### config.mk
export PLATFORM = sky130hd
export DESIGN_NAME = pc_fetch_unit
export DESIGN_NICKNAME = d
export VERILOG_FILES = /design/src/rtl/pc_fetch_unit_pkg.sv /design/src/rtl/pc_fetch_unit.sv
export SDC_FILE = /design/constraint.sdc
export NUM_CORES = 1
export LEC_CHECK = 0
export ABC_AREA = 1
export CELL_PAD_IN_SITES_DETAIL_PLACEMENT = 1
export CELL_PAD_IN_SITES_GLOBAL_PLACEMENT = 1
export CORE_MARGIN = 10
export CORE_UTILIZATION = 29
export CTS_BUF_LIST = sky130_fd_sc_hd__clkbuf_4
export DETAILED_ROUTE_END_ITERATION = 7
export GPL_ROUTABILITY_DRIVEN = 1
export PLACE_DENSITY = 0.76
export SYNTH_ARGS = -nofsm -noshare
export SYNTH_HDL_FRONTEND = slang
export SYNTH_SLANG_ARGS = --single-unit
### constraint.sdc
create_clock -name clk -period 2 [get_ports clk]
set_clock_uncertainty 0.2 [all_clocks]
set_input_delay 0.2 -clock clk [delete_from_list [all_inputs] [get_ports clk]]
set_output_delay 0.2 -clock clk [all_outputs]
set_load 0.1 [all_outputs]
### src/rtl/pc_fetch_unit_pkg.sv
// Shared encodings for the PC/fetch stage: CTRL command codes, fetch FSM states
// and the decode of the CTRL command into a PC action.
package pc_fetch_unit_pkg;

  typedef enum logic [1:0] {
    CTRL_DEFAULT = 2'b00,
    CTRL_BLOCK   = 2'b01,
    CTRL_BUBBLE  = 2'b10,
    CTRL_BRANCH  = 2'b11
  } ctrl_state_e;

  typedef enum logic [1:0] {
    FETCH_REQ  = 2'b00,
    FETCH_WAIT = 2'b01,
    FETCH_DROP = 2'b10,
    FETCH_OUT  = 2'b11
  } fetch_state_e;

  typedef enum logic [1:0] {
    CMD_RUN      = 2'b00,
    CMD_HOLD     = 2'b01,
    CMD_REDIRECT = 2'b10
  } pc_cmd_e;

  // Branch wins over everything; a bubble request on the PC side just stalls it.
  function automatic pc_cmd_e decode_ctrl(input logic [1:0] ctrl);
    pc_cmd_e cmd;
    case (ctrl)
      CTRL_BRANCH:              cmd = CMD_REDIRECT;
      CTRL_BLOCK, CTRL_BUBBLE:  cmd = CMD_HOLD;
      CTRL_DEFAULT:             cmd = CMD_RUN;
      default:                  cmd = CMD_HOLD;
    endcase
    return cmd;
  endfunction

endpackage

### src/rtl/pc_fetch_unit.sv
// PC register and single-outstanding-request instruction fetch stage feeding IF/ID.
// Optional macro FETCH_PERF_CNT_EN adds fetched-instruction and stall-cycle counters.
module pc_fetch_unit
  import pc_fetch_unit_pkg::*;
#(
  parameter int                 ADDR_W   = 32,
  parameter int                 DATA_W   = 32,
  parameter logic [ADDR_W-1:0]  RESET_PC = ADDR_W'(32'h8000_0000),
  parameter logic [DATA_W-1:0]  NOP_INST = DATA_W'(32'h0000_0013)
) (
  input  logic              clk,
  input  logic              rst,
  input  logic [1:0]        ctrl_signal_pc_i,
  input  logic [ADDR_W-1:0] ctrl_to_pc_new_i,
  output logic              icache_req_o,
  output logic [ADDR_W-1:0] icache_addr_o,
  input  logic              icache_ready_i,
  input  logic              icache_data_valid_i,
  input  logic [DATA_W-1:0] icache_data_i,
  output logic              if_valid_o,
  output logic [ADDR_W-1:0] if_pc_o,
  output logic [DATA_W-1:0] if_inst_o
`ifdef FETCH_PERF_CNT_EN
  ,
  output logic [31:0]       perf_fetch_cnt_o,
  output logic [31:0]       perf_stall_cnt_o
`endif
);

  localparam logic [ADDR_W-1:0] PC_STEP = ADDR_W'(4);

  fetch_state_e      state;
  fetch_state_e      state_next;
  logic [ADDR_W-1:0] pc;
  logic [ADDR_W-1:0] pc_next;
  pc_cmd_e           cmd;
  logic              accept;
  logic              latch_inst;
  logic              release_inst;

  assign cmd           = decode_ctrl(ctrl_signal_pc_i);
  assign icache_req_o  = !rst && (state == FETCH_REQ) && (cmd != CMD_HOLD);
  assign icache_addr_o = pc;
  assign accept        = icache_req_o && icache_ready_i;

  // Next-state, next-PC and output-register control keyed on the fetch state.
  always_comb begin
    state_next   = state;
    pc_next      = pc;
    latch_inst   = 1'b0;
    release_inst = 1'b0;
    case (state)
      FETCH_REQ: begin
        if (cmd == CMD_REDIRECT) begin
          // The request just issued used the old PC, so its response must be dropped.
          pc_next    = ctrl_to_pc_new_i;
          state_next = accept ? FETCH_DROP : FETCH_REQ;
        end else if (cmd == CMD_RUN) begin
          state_next = accept ? FETCH_WAIT : FETCH_REQ;
        end else begin
          state_next = FETCH_REQ;
        end
      end
      FETCH_WAIT: begin
        if (cmd == CMD_REDIRECT) begin
          pc_next    = ctrl_to_pc_new_i;
          state_next = icache_data_valid_i ? FETCH_REQ : FETCH_DROP;
        end else if (icache_data_valid_i) begin
          // Latch even under Block so the response is never lost.
          latch_inst = 1'b1;
          state_next = FETCH_OUT;
        end else begin
          state_next = FETCH_WAIT;
        end
      end
      FETCH_DROP: begin
        if (cmd == CMD_REDIRECT) begin
          pc_next = ctrl_to_pc_new_i;
        end else begin
          pc_next = pc;
        end
        state_next = icache_data_valid_i ? FETCH_REQ : FETCH_DROP;
      end
      FETCH_OUT: begin
        if (cmd == CMD_REDIRECT) begin
          pc_next      = ctrl_to_pc_new_i;
          release_inst = 1'b1;
          state_next   = FETCH_REQ;
        end else if (cmd == CMD_RUN) begin
          pc_next      = pc + PC_STEP;
          release_inst = 1'b1;
          state_next   = FETCH_REQ;
        end else begin
          state_next = FETCH_OUT;
        end
      end
      default: begin
        state_next = FETCH_REQ;
      end
    endcase
  end

  // State, PC and the registered IF/ID-facing outputs.
  always_ff @(posedge clk) begin
    if (rst) begin
      state      <= FETCH_REQ;
      pc         <= RESET_PC;
      if_valid_o <= 1'b0;
      if_pc_o    <= RESET_PC;
      if_inst_o  <= NOP_INST;
    end else begin
      state <= state_next;
      pc    <= pc_next;
      if (latch_inst) begin
        if_valid_o <= 1'b1;
        if_pc_o    <= pc;
        if_inst_o  <= icache_data_i;
      end else if (release_inst) begin
        if_valid_o <= 1'b0;
        if_inst_o  <= NOP_INST;
      end
    end
  end

`ifdef FETCH_PERF_CNT_EN
  // Consumed-instruction and waiting-on-I-cache cycle counters; both wrap naturally.
  always_ff @(posedge clk) begin
    if (rst) begin
      perf_fetch_cnt_o <= 32'd0;
      perf_stall_cnt_o <= 32'd0;
    end else begin
      if ((state == FETCH_OUT) && (cmd == CMD_RUN)) begin
        perf_fetch_cnt_o <= perf_fetch_cnt_o + 32'd1;
      end
      if ((state == FETCH_WAIT) || (state == FETCH_DROP)) begin
        perf_stall_cnt_o <= perf_stall_cnt_o + 32'd1;
      end
    end
  end
`endif

endmodule

* Yosys cells after proc, flatten, opt, wreduce, memory -nomap -nowiden
Cells that the tools add are included.
Cells by class: $add $sub $neg 1, multiply operators 0, divide/modulo/power cells 0, $lt $le $gt $ge 0, equal/unequal tests 10, shift-type cells 0, multiplexer cells 25, bitwise operators 0, reductions and logical operators 11
Operators with widths (number):
- 2-to-1 mux 32 bit | 5
- case mux 32 bit (2 select lines) | 1
- adder 32 x 3 -> 32 bit, second input constant | 1
- 2-to-1 mux 2 bit | 7
- equality test 2 bit, second input constant | 5
- 2-to-1 mux 1 bit | 10
- case mux 2 bit (4 select lines) | 1
- zero test 2 bit | 3
- case mux 2 bit (3 select lines) | 1
- equality test 2 x 1 -> 1 bit, second input constant | 2
- != test 2 x 1 -> 1 bit, second input constant | 2
- logical AND 1 bit | 3
- != test 3 bit, second input constant | 1
- OR reduction 3 bit | 1
- AND reduction 2 bit | 1
- nonzero test 2 bit | 1
- OR reduction 2 bit | 1
- zero test 1 bit | 1
Storage, ports and cells: bits in registers 99, bits in latches 0, bits in writable memories 0, ROM bits 0, input port bits 70, output and inout bits 98, word-level logic and storage cells 52, memories 0

* Depth between registers and ports, before layout
Gate-level depths: netlist (run 1).
depth in word-level cells 10, mapped depth 10, depth with buffers taken out 10

* Worst setup path before layout (run 1)
No wires, ideal clock.
path kind reg2reg, start point reg pc[2] (netlist: icache_addr_o[2]), end point reg pc[22] (netlist: icache_addr_o[22]), library setup time 0.070 ns, data arrival time 2.170 ns, setup slack -0.441 ns, cell stages (with the launch flop) 10, period minus slack after synthesis 2.441 ns, cell sequence dfxtp_1 -> ha_1 -> nand2_2 -> nor2_2 -> nand2_2 -> nor2_4 -> nand2_1 -> o21ai_1 -> nand2_1 -> a21oi_1
On the way: word-level cells in the longest chain between the ends 4
RTL lines:
- start: declaration | line pc_fetch_unit.sv:34 | logic [ADDR_W-1:0] pc;
- start signal: assignment | line pc_fetch_unit.sv:113 | pc <= pc_next;
- adder 32 x 3 -> 32 bit | line pc_fetch_unit.sv:90 | pc_next = pc + PC_STEP;
- 2-to-1 mux 32 bit | line pc_fetch_unit.sv:89 | end else if (cmd == CMD_RUN) begin
- 2-to-1 mux 32 bit | line pc_fetch_unit.sv:85 | if (cmd == CMD_REDIRECT) begin
- case mux 32 bit (2 select lines) | line pc_fetch_unit.sv:52 | case (state)
Every way passes these cells. The select of a mux whose other input is x is not followed. A chain may end at the register's enable or synchronous reset.

* Final worst setup path (run 1)
start point in ctrl_signal_pc_i[0], end point out icache_req_o
On the way: word-level cells in the longest chain between the ends 5, elaborated cells on any way between the ends 8
RTL lines:
- start: declaration | line pc_fetch_unit.sv:13 | input logic [1:0] ctrl_signal_pc_i,
- equality test 2 x 1 -> 1 bit or equality test 2 bit (tied branches) | line pc_fetch_unit_pkg.sv:28 | case (ctrl)
- OR reduction 2 bit | line pc_fetch_unit_pkg.sv:28
- case mux 2 bit (3 select lines) (*) | line pc_fetch_unit_pkg.sv:28
- != test 2 x 1 -> 1 bit (*) | line pc_fetch_unit.sv:42 | assign icache_req_o = !rst && (state == FETCH_REQ) && (cmd != CMD_HOLD);
- logical AND 1 bit (*) | line pc_fetch_unit.sv:42
- end: declaration | line pc_fetch_unit.sv:15 | output logic icache_req_o,
Mark *: on every way between the ends. The rest lies on a longest branch, timed or not.

==> flow_metrics.py, run 1 <==
metrics = {
    "global_routing": {
        "overflow": 0,
        "grt_pass1_wl_mm": 29.8,
        "grt_pass1_vias": 5299,
        "grt_max_degree": 58,
        "antenna_found_initial": 1,
        "track_usage_pct": 17.1,
    },
    "worst_setup_path": {
        "r2r_slack_ns": 0.14,
        "cp-start-kind": "input port",
        "r2r_start": "icache_addr_o[2]",
        "path_buf_inv": 4,
        "cpPeakStageDelay_ns": 0.49,
        "worstSetupEndpointType": "output pin",
        "crit_chain": "clkdlybuf4s50_1 > inv_1 > ha_4 > inv_2 > nand3_2 > nor2_4 > buf_12",
        "reg2regPathDepth": 9,
        "rr_endpoint": "icache_addr_o[30]",
        "path_max_fanout": 2,
        "worstSetupPathDepth": 7,
        "path_class": "input port to output pin",
        "required_ns": 1.60,
        "cp.arrival_ns": 1.47,
        "crit_path_top_delay_cell": "clkdlybuf4s50_1",
        "critical_path.top_delay_family": "buffers and inverters",
    },
    "place": {
        "place_ws_ns": -0.158,
        "gp_congestion": 0.845,
        "place_hpwl_mm": 14.8,
        "place_area_sq_um": 6640,
        "place_inst": 1068,
        "port_buffers": 167,
    },
    "floorplan": {
        "pin_count": 168,
        "dieArea_sq_um": 21700,
        "die_w_um": 147,
        "fp-row-count": 46,
        "start_util_pct": 29.6,
        "die_h_um": 147,
        "design.core.area_sq_um": 15900,
    },
    "detailed_routing": {
        "drc": 0,
        "firstDrtPassIters": 4,
        "drtAntennaViolNets": 0,
        "route.vias.total": 5229,
        "first_iter_violations": 261,
        "viasPerCell": 4.79,
        "wl_per_cell_um": 17.5,
        "drt-total-wl_mm": 19.1,
    },
    "finish": {
        "final_common_cell": "nand2_1",
        "design_area_sq_um": 6870,
        "layout-drive-gt1-share_pct": 22.8,
        "final_cell_count_no_fill": 1091,
        "nets": 943,
        "final_cell_mix": "nand2_1, buf_4, a21oi_1",
        "syn_to_final_growth_pct": 46.0,
    },
    "outcome": {
        "outcome": "completed",
    },
    "worst_hold_path": {
        "whs_endpoint": "if_inst_o[28]",
        "hold_path.class": "input port to flop",
        "whs_path_depth": 3,
        "hp-start": "icache_data_i[28]",
    },
    "pwr": {
        "leakage_nw": 2.69,
        "peakVddDrop_v": 0.000297,
        "power_density_nw_per_um2": 595,
    },
    "clock_tree": {
        "cts_root_buffer": "clkbuf_4",
        "clock_sinks": 99,
        "path_clk_slew_ns": 0.18,
        "numCtsBuffers": 9,
        "insertion_delay_ns": 0.51,
        "post_cts_buffers": 0,
        "cts.path.max_buffers": 2,
        "cts_max_level": 3,
        "tritoncts": "built",
    },
    "sta": {
        "worst_slew_margin_rel_pct": 60.7,
        "fmax_ghz": 0.533,
        "drv_slew": 0,
        "setup_ws_ns": 0.125,
        "tightest_slew_ns": 0.588,
        "rsz0062_at_grt": "false",
        "period_minus_slack_ns": 1.87,
        "finalHoldViolations": 0,
        "post-route-period-util_pct": 93.7,
        "finalSetupViolations": 0,
    },
    "synthesis": {
        "synthTopCellsByArea": "dfxtp_1, nand2_1, a21oi_1",
        "syn_area_sq_um": 4700,
        "synth_cells": 697,
        "netlist.area_leader.share_pct": 42.1,
        "synth_cell_types": 33,
        "ys_seq_area_share_pct": 42.1,
        "yosys_warnings": 0,
        "synth-seq-cells": 99,
        "synth_area_per_cell_sq_um": 6.75,
        "syn-num-nets": 771,
        "yosysTopAreaCell": "dfxtp_1",
    },
    "flow_run": {
        "cap_violations": 0,
    },
}
[report_power, final]
part	switching (mW)	total [mW]	internal, mW	leakage, nW
registers	0.0799	2.11	2.03	0.815
logic	0.587	0.878	0.291	1.80
clock network	0.807	1.10	0.289	0.0761
[state kept, by name (all words and copies together) (netlist names)]
name / cells
icache_addr_o: 32
if_valid_o: 1
if_inst_o: 32
state: 2
if_pc_o: 32
[synthesized netlist by cell type (all sizes together)]
master	count
a211oi	4
a21oi	98
a31oi	1
a41oi	1
buf	19
clkbuf	19
clkinv	1
dfxtp	99
ha	4
inv	40
nand2	202
nand3	57
nand3b	2
nand4	3
nor2	88
nor3	3
nor3b	1
o211ai	2
o21a	2
o21ai	41
o22ai	9
o31ai	1
[logic make-up after synthesis]
| logic type | count (synthesis) | share of synthesized area (%) |
|---|---|---|
| AOI/OAI and AO/OA | 159 | 17.7 |
| adders and majority gates | 4 | 1.06 |
| buffers and inverters | 79 | 6.94 |
| DFF | 99 | 42.1 |
| and+or+nand+nor | 356 | 32.1 |
[worst max path at each step]
stage	start	to
floorplan	ctrl_signal_pc_i[0]	if_pc_o[0]
global placement	ctrl_signal_pc_i[0]	if_inst_o[12]
detailed placement	ctrl_signal_pc_i[0]	if_inst_o[10]
CTS	ctrl_signal_pc_i[0]	icache_req_o
global route	icache_addr_o[2]	icache_addr_o[22]
finish	ctrl_signal_pc_i[0]	icache_req_o
[worst reg2reg max path, cell delays in order (launching register included)]
cell and delay [ns]:
dfxtp_4 0.42, ha_1 0.23, nand2_2 0.10, nor2_4 0.13, inv_2 0.05, nor2_1 0.27
nand3_1 0.13, nand3_1 0.10, nand2_1 0.05, a21oi_1 0.12
[what timing repair did]
action	CTS	global route
setup endpoints to repair	1	4
endpoints found under the hold margin	10	0
hold buffers	6	0
pin swaps	1	1
gates resized for setup	2	3
[per-stage QoR]
| stage | power (mW) | TNS (ns) | util [%] | hold WS (ns) |
|---|---|---|---|---|
| after floorplan | 2.67 | 0 | - | 0.135 |
| after global placement | 3.01 | -3.74 | 41.8 | 0.250 |
| after detailed placement | 3.02 | -8.34 | 41.8 | 0.254 |
| after CTS | 4.13 | 0 | 43.1 | 0.00193 |
| after global routing | 4.27 | 0 | 43.2 | 0.00600 |
| final | 4.08 | 0 | 43.2 | 0.0257 |
[per-layer routing]
| metal | GRT usage [%] | up-vias | routed length [um] |
|---|---|---|---|
| met1 | 21.5 | 2453 | 8750 |
| met4 | 4.71 | 0 | 297 |
| li1 | - | 2629 | - |
| met2 | 28.0 | 128 | 8930 |
| met3 | 4.70 | 19 | 1100 |
| met5 | 0 | - | 0 |
[layout make-up]
class	count	area, sq um
timing repair buffer	199	1850
multi-input combinational	519	2430
tap	216	270
inverter	41	156
clock buffer	9	67.6
fill	2037	9020
antenna	1	2.50
clock inverter	7	68.8
sequential	99	2020
(Power assumes the default switching activity.)
==> run 2, diff against run 1 <==
- CORE_UTILIZATION: 29 -> 30
- PLACE_DENSITY: 0.76 -> 0.75
- clock period: 2 -> 2.1 ns (I/O delays scaled with it)
==> flow_metrics.py, run 2 (synthesized netlist as in run 1, its figures left out) <==
metrics = {
    "outcome": {
        "outcome": "completed",
    },
    "worst_setup_path": {
        "cpPeakStageDelay_ns": 0.49,
        "cp.arrival_ns": 1.62,
        "worstSetupEndpointType": "output pin",
        "crit_chain": "clkdlybuf4s50_1 > inv_1 > ha_1 > inv_1 > nand3_1 > nor2_2 > buf_12",
        "startpoint": "ctrl_signal_pc_i[0]",
        "cpMostUsedCell": "inv_1",
        "path_class": "input port to output pin",
        "critical_path.top_delay_family": "buffers and inverters",
        "crit_path_top_delay_cell": "clkdlybuf4s50_1",
        "required_ns": 1.69,
        "r2r_slack_ns": 0.18,
        "path_buf_inv": 4,
        "reg2regPathDepth": 9,
        "r2r_start": "icache_addr_o[3]",
        "cp-start-kind": "input port",
        "path_max_fanout": 2,
        "rr_endpoint": "icache_addr_o[22]",
    },
    "worst_hold_path": {
        "hp-start": "icache_data_i[24]",
        "whs_endpoint": "if_inst_o[24]",
        "whs_path_depth": 3,
        "hold_path.class": "input port to flop",
    },
    "place": {
        "port_buffers": 167,
        "gp_congestion": 0.888,
        "place_ws_ns": -0.0820,
        "place_inst": 1061,
        "place_hpwl_mm": 15.0,
    },
    "pwr": {
        "peakVddDrop_v": 0.000257,
        "power_density_nw_per_um2": 613,
        "leakage_nw": 2.64,
        "power_mw": 4.12,
    },
    "detailed_routing": {
        "drtAntennaViolNets": 0,
        "drc": 0,
        "first_iter_violations": 267,
        "route.vias.total": 5234,
        "wl_per_cell_um": 17.6,
        "firstDrtPassIters": 5,
        "drt-total-wl_mm": 19.0,
        "viasPerCell": 4.86,
    },
    "global_routing": {
        "grt_max_degree": 41,
        "overflow": 0,
        "grt_pass1_vias": 5550,
        "antenna_found_initial": 0,
        "track_usage_pct": 17.5,
        "grt_pass1_wl_mm": 30.4,
    },
    "finish": {
        "final_cell_count_no_fill": 1078,
        "nets": 936,
        "final_common_cell": "nand2_1",
        "layout-drive-gt1-share_pct": 21.6,
        "syn_to_final_growth_pct": 42.8,
        "final_cell_mix": "nand2_1, buf_4, a21oi_1",
        "n_antenna_cell": 0,
        "final_core_util_pct": 44.0,
    },
    "clock_tree": {
        "cts.path.max_buffers": 2,
        "cts_hold_buf": 1,
        "path_clk_slew_ns": 0.19,
        "cts_root_buffer": "clkbuf_4",
        "ctsResizeCount": 0,
        "insertion_delay_ns": 0.50,
        "clock_sinks": 99,
        "tritoncts": "built",
        "numCtsBuffers": 9,
        "post_cts_buffers": 0,
        "cts_max_level": 3,
    },
    "floorplan": {
        "design.core.area_sq_um": 15300,
        "dieArea_sq_um": 21100,
        "die_w_um": 145,
        "pin_count": 168,
        "die_h_um": 145,
        "start_util_pct": 30.8,
        "fp-row-count": 45,
    },
    "sta": {
        "worst_slew_margin_rel_pct": 58.1,
        "post-route-period-util_pct": 96.8,
        "setup_ws_ns": 0.0662,
        "fmax_ghz": 0.492,
        "finalSetupViolations": 0,
        "finalHoldViolations": 0,
        "period_minus_slack_ns": 2.03,
        "worst_hold_slack_ns": 0.0389,
        "tightest_slew_ns": 0.628,
        "drv_slew": 0,
        "rsz0062_at_grt": "false",
    },
    "flow_run": {
        "cap_violations": 0,
    },
}
==> run 2: cell count changes in the layout (fill, tap and decap cells not counted), moves of 2 or more <==
cell	before	now
nor2_2	3	5
inv_8	1	3
clkinv_4	2	0
dfxtp_1	70	77
nor2_4	5	3
dfxtp_2	27	22
bufinv_16	0	2
buf_4	110	115
dlygate4sd3_1	6	1
dfxtp_4	2	0
buf_12	14	7
==> run 2: per-stage QoR <==
step	instance area (sq um)	setup TNS (ns)
after floorplan	4730	0
after global placement	6520	0
after detailed placement	6520	-2.04
after CTS	6720	0
after global routing	6720	0
final	6720	0
==> run 2: cell type report <==
class | instances | area, sq um
Fill cell | 1959 | 8540
Clock inverter | 7 | 119
Tap cell | 211 | 264
Multi-Input combinational cell | 519 | 2400
Inverter | 41 | 156
Clock buffer | 9 | 67.6
Sequential cell | 99 | 2010
Timing Repair Buffer | 192 | 1700
==> run 2: power breakdown <==
| part | switching, mW | internal (mW) | total, mW |
|---|---|---|---|
| clock network | 0.771 | 0.521 | 1.29 |
| logic | 0.558 | 0.260 | 0.818 |
| registers | 0.0721 | 1.93 | 2.01 |
| total | 1.40 | 2.71 | 4.12 |
==> run 2: how the worst max path moves through the flow <==
stage	end	slack, ns	depth (start not counted)
floorplan	icache_addr_o[25]	0.002	9
global placement	if_inst_o[0]	0.01	9
detailed placement	if_pc_o[18]	-0.08	9
CTS	icache_req_o	0.06	7
global route	icache_req_o	0.004	7
finish	icache_req_o	0.07	7
==> run 2: tightest hold or removal path, stage by stage <==
cell             delay, ns
clkdlybuf4s50_1       0.40
nand2_1               0.06
a21oi_1               0.05
==> run 2: routing by layer <==
layer / global-route usage, % / wire [um] / vias up
met5: 0 / 0 / -
met4: 5.71 / 361 / 0
met3: 4.28 / 990 / 22
met2: 29.4 / 9030 / 144
met1: 21.5 / 8640 / 2454
li1: - / - / 2614
==> run 3, diff against run 2 <==
- ABC_CLOCK_PERIOD_IN_PS: unset -> 2000
- clock period: 2.1 -> 2 ns (I/O delays scaled with it)
==> flow_metrics.py, run 3 (synthesized netlist as in run 1, its figures left out) <==
metrics = {
    "worst_setup_path": {
        "reg2regPathDepth": 9,
        "cp-start-kind": "input port",
        "required_ns": 1.60,
        "cp.arrival_ns": 1.50,
        "path_max_fanout": 2,
        "worstSetupEndpointType": "output pin",
        "path_class": "input port to output pin",
    },
    "worst_hold_path": {
        "hold_path.class": "input port to flop",
        "whs_path_depth": 3,
    },
    "place": {
        "gp_congestion": 0.890,
        "port_buffers": 167,
        "place_hpwl_mm": 15.1,
    },
    "floorplan": {
        "die_w_um": 145,
        "dieArea_sq_um": 21100,
        "start_util_pct": 30.8,
        "fp-row-count": 45,
        "pin_count": 168,
        "design.core.area_sq_um": 15300,
        "die_h_um": 145,
    },
    "sta": {
        "tightest_slew_ns": 0.568,
        "finalHoldViolations": 0,
        "drv_slew": 0,
        "finalSetupViolations": 0,
        "rsz0062_at_grt": "false",
        "worst_slew_margin_rel_pct": 62.1,
        "fmax_ghz": 0.525,
        "worst_hold_slack_ns": 0.0477,
        "period_minus_slack_ns": 1.90,
        "post-route-period-util_pct": 95.2,
    },
    "global_routing": {
        "track_usage_pct": 17.8,
        "grt_pass1_wl_mm": 30.7,
        "grt_pass1_vias": 5567,
        "antenna_found_initial": 1,
        "grt_max_degree": 80,
        "overflow": 0,
    },
    "detailed_routing": {
        "viasPerCell": 4.89,
        "drc": 0,
        "drt-total-wl_mm": 19.4,
        "firstDrtPassIters": 4,
        "drtAntennaViolNets": 0,
        "first_iter_violations": 289,
        "wl_per_cell_um": 17.9,
        "route.vias.total": 5301,
    },
    "pwr": {
        "peakVddDrop_v": 0.000290,
        "power_mw": 4.04,
        "power_density_nw_per_um2": 591,
        "leakage_nw": 2.67,
    },
    "clock_tree": {
        "numCtsBuffers": 9,
        "cts_root_buffer": "clkbuf_4",
        "insertion_delay_ns": 0.49,
        "tritoncts": "built",
        "cts_max_level": 3,
        "cts.path.max_buffers": 2,
        "path_clk_slew_ns": 0.17,
        "clock_sinks": 99,
    },
    "finish": {
        "syn_to_final_growth_pct": 45.2,
        "final_cell_mix": "nand2_1, buf_4, a21oi_1",
        "layout-drive-gt1-share_pct": 23.3,
        "nets": 940,
        "final_common_cell": "nand2_1",
    },
    "flow_run": {
        "cap_violations": 0,
    },
    "outcome": {
        "outcome": "completed",
    },
}
## run 3: where the power goes
group	leakage, nW	internal (mW)	switching, mW
logic	1.78	0.293	0.591
registers	0.815	2.03	0.0790
clock network	0.0696	0.277	0.768
## run 3: metrics by stage
| step | instance area [sq um] | utilization, % | cells | setup TNS, ns | worst slack (ns) |
|---|---|---|---|---|---|
| after global placement | 6660 | 43.7 | 1065 | -2.04 | -0.0741 |
| after detailed placement | 6660 | 43.7 | 1065 | -6.68 | -0.159 |
| after CTS | 6810 | 44.6 | 1082 | 0 | 0.0121 |
| after global routing | 6830 | 44.8 | 1083 | 0 | 0.0112 |
| final | 6830 | 44.8 | 1083 | 0 | 0.0957 |
| after floorplan | 4750 | - | 697 | 0 | 0.0961 |
## run 3: what timing repair did
action | 4_1_cts | 5_1_grt
endpoints found under the hold margin | 7 | 0
endpoints found under the setup margin | 1 | 4
gates cloned | 0 | 0
setup buffers | 0 | 0
pin swaps | 1 | 0
resized for setup | 3 | 5
hold buffers | 1 | 0
## run 3: worst paths after layout
kind	from	endpoint	slack, ns
max	ctrl_signal_pc_i[0]	icache_req_o	0.1
min	icache_data_i[23]	if_inst_o[23]	0.05
max reg2reg	icache_addr_o[3]	icache_addr_o[22]	0.16
min reg2reg	if_pc_o[12]	if_pc_o[12]	0.28
## run 3: layer usage
metal	vias up	track usage [%]	share of wire, %
li1	2631	-	-
met1	2511	21.6	45
met2	137	30.4	48
met3	22	3.94	4.4
met4	0	5.81	2.0
met5	-	0	0
## run 3: final cells by class
type	instances	area [sq um]
Antenna cell	1	2.50
Clock buffer	9	67.6
Clock inverter	7	56.3
Fill cell	1934	8430
Inverter	41	156
Multi-Input combinational cell	519	2430
Sequential cell	99	2020
Tap cell	211	264
Timing Repair Buffer	196	1830
## run 3: critical path, cell delays in order
cell and delay, ns:
clkdlybuf4s50_1 0.49, inv_1 0.08, ha_4 0.24, inv_2 0.07, nand3_2 0.10, nor2_4 0.14
buf_12 0.18
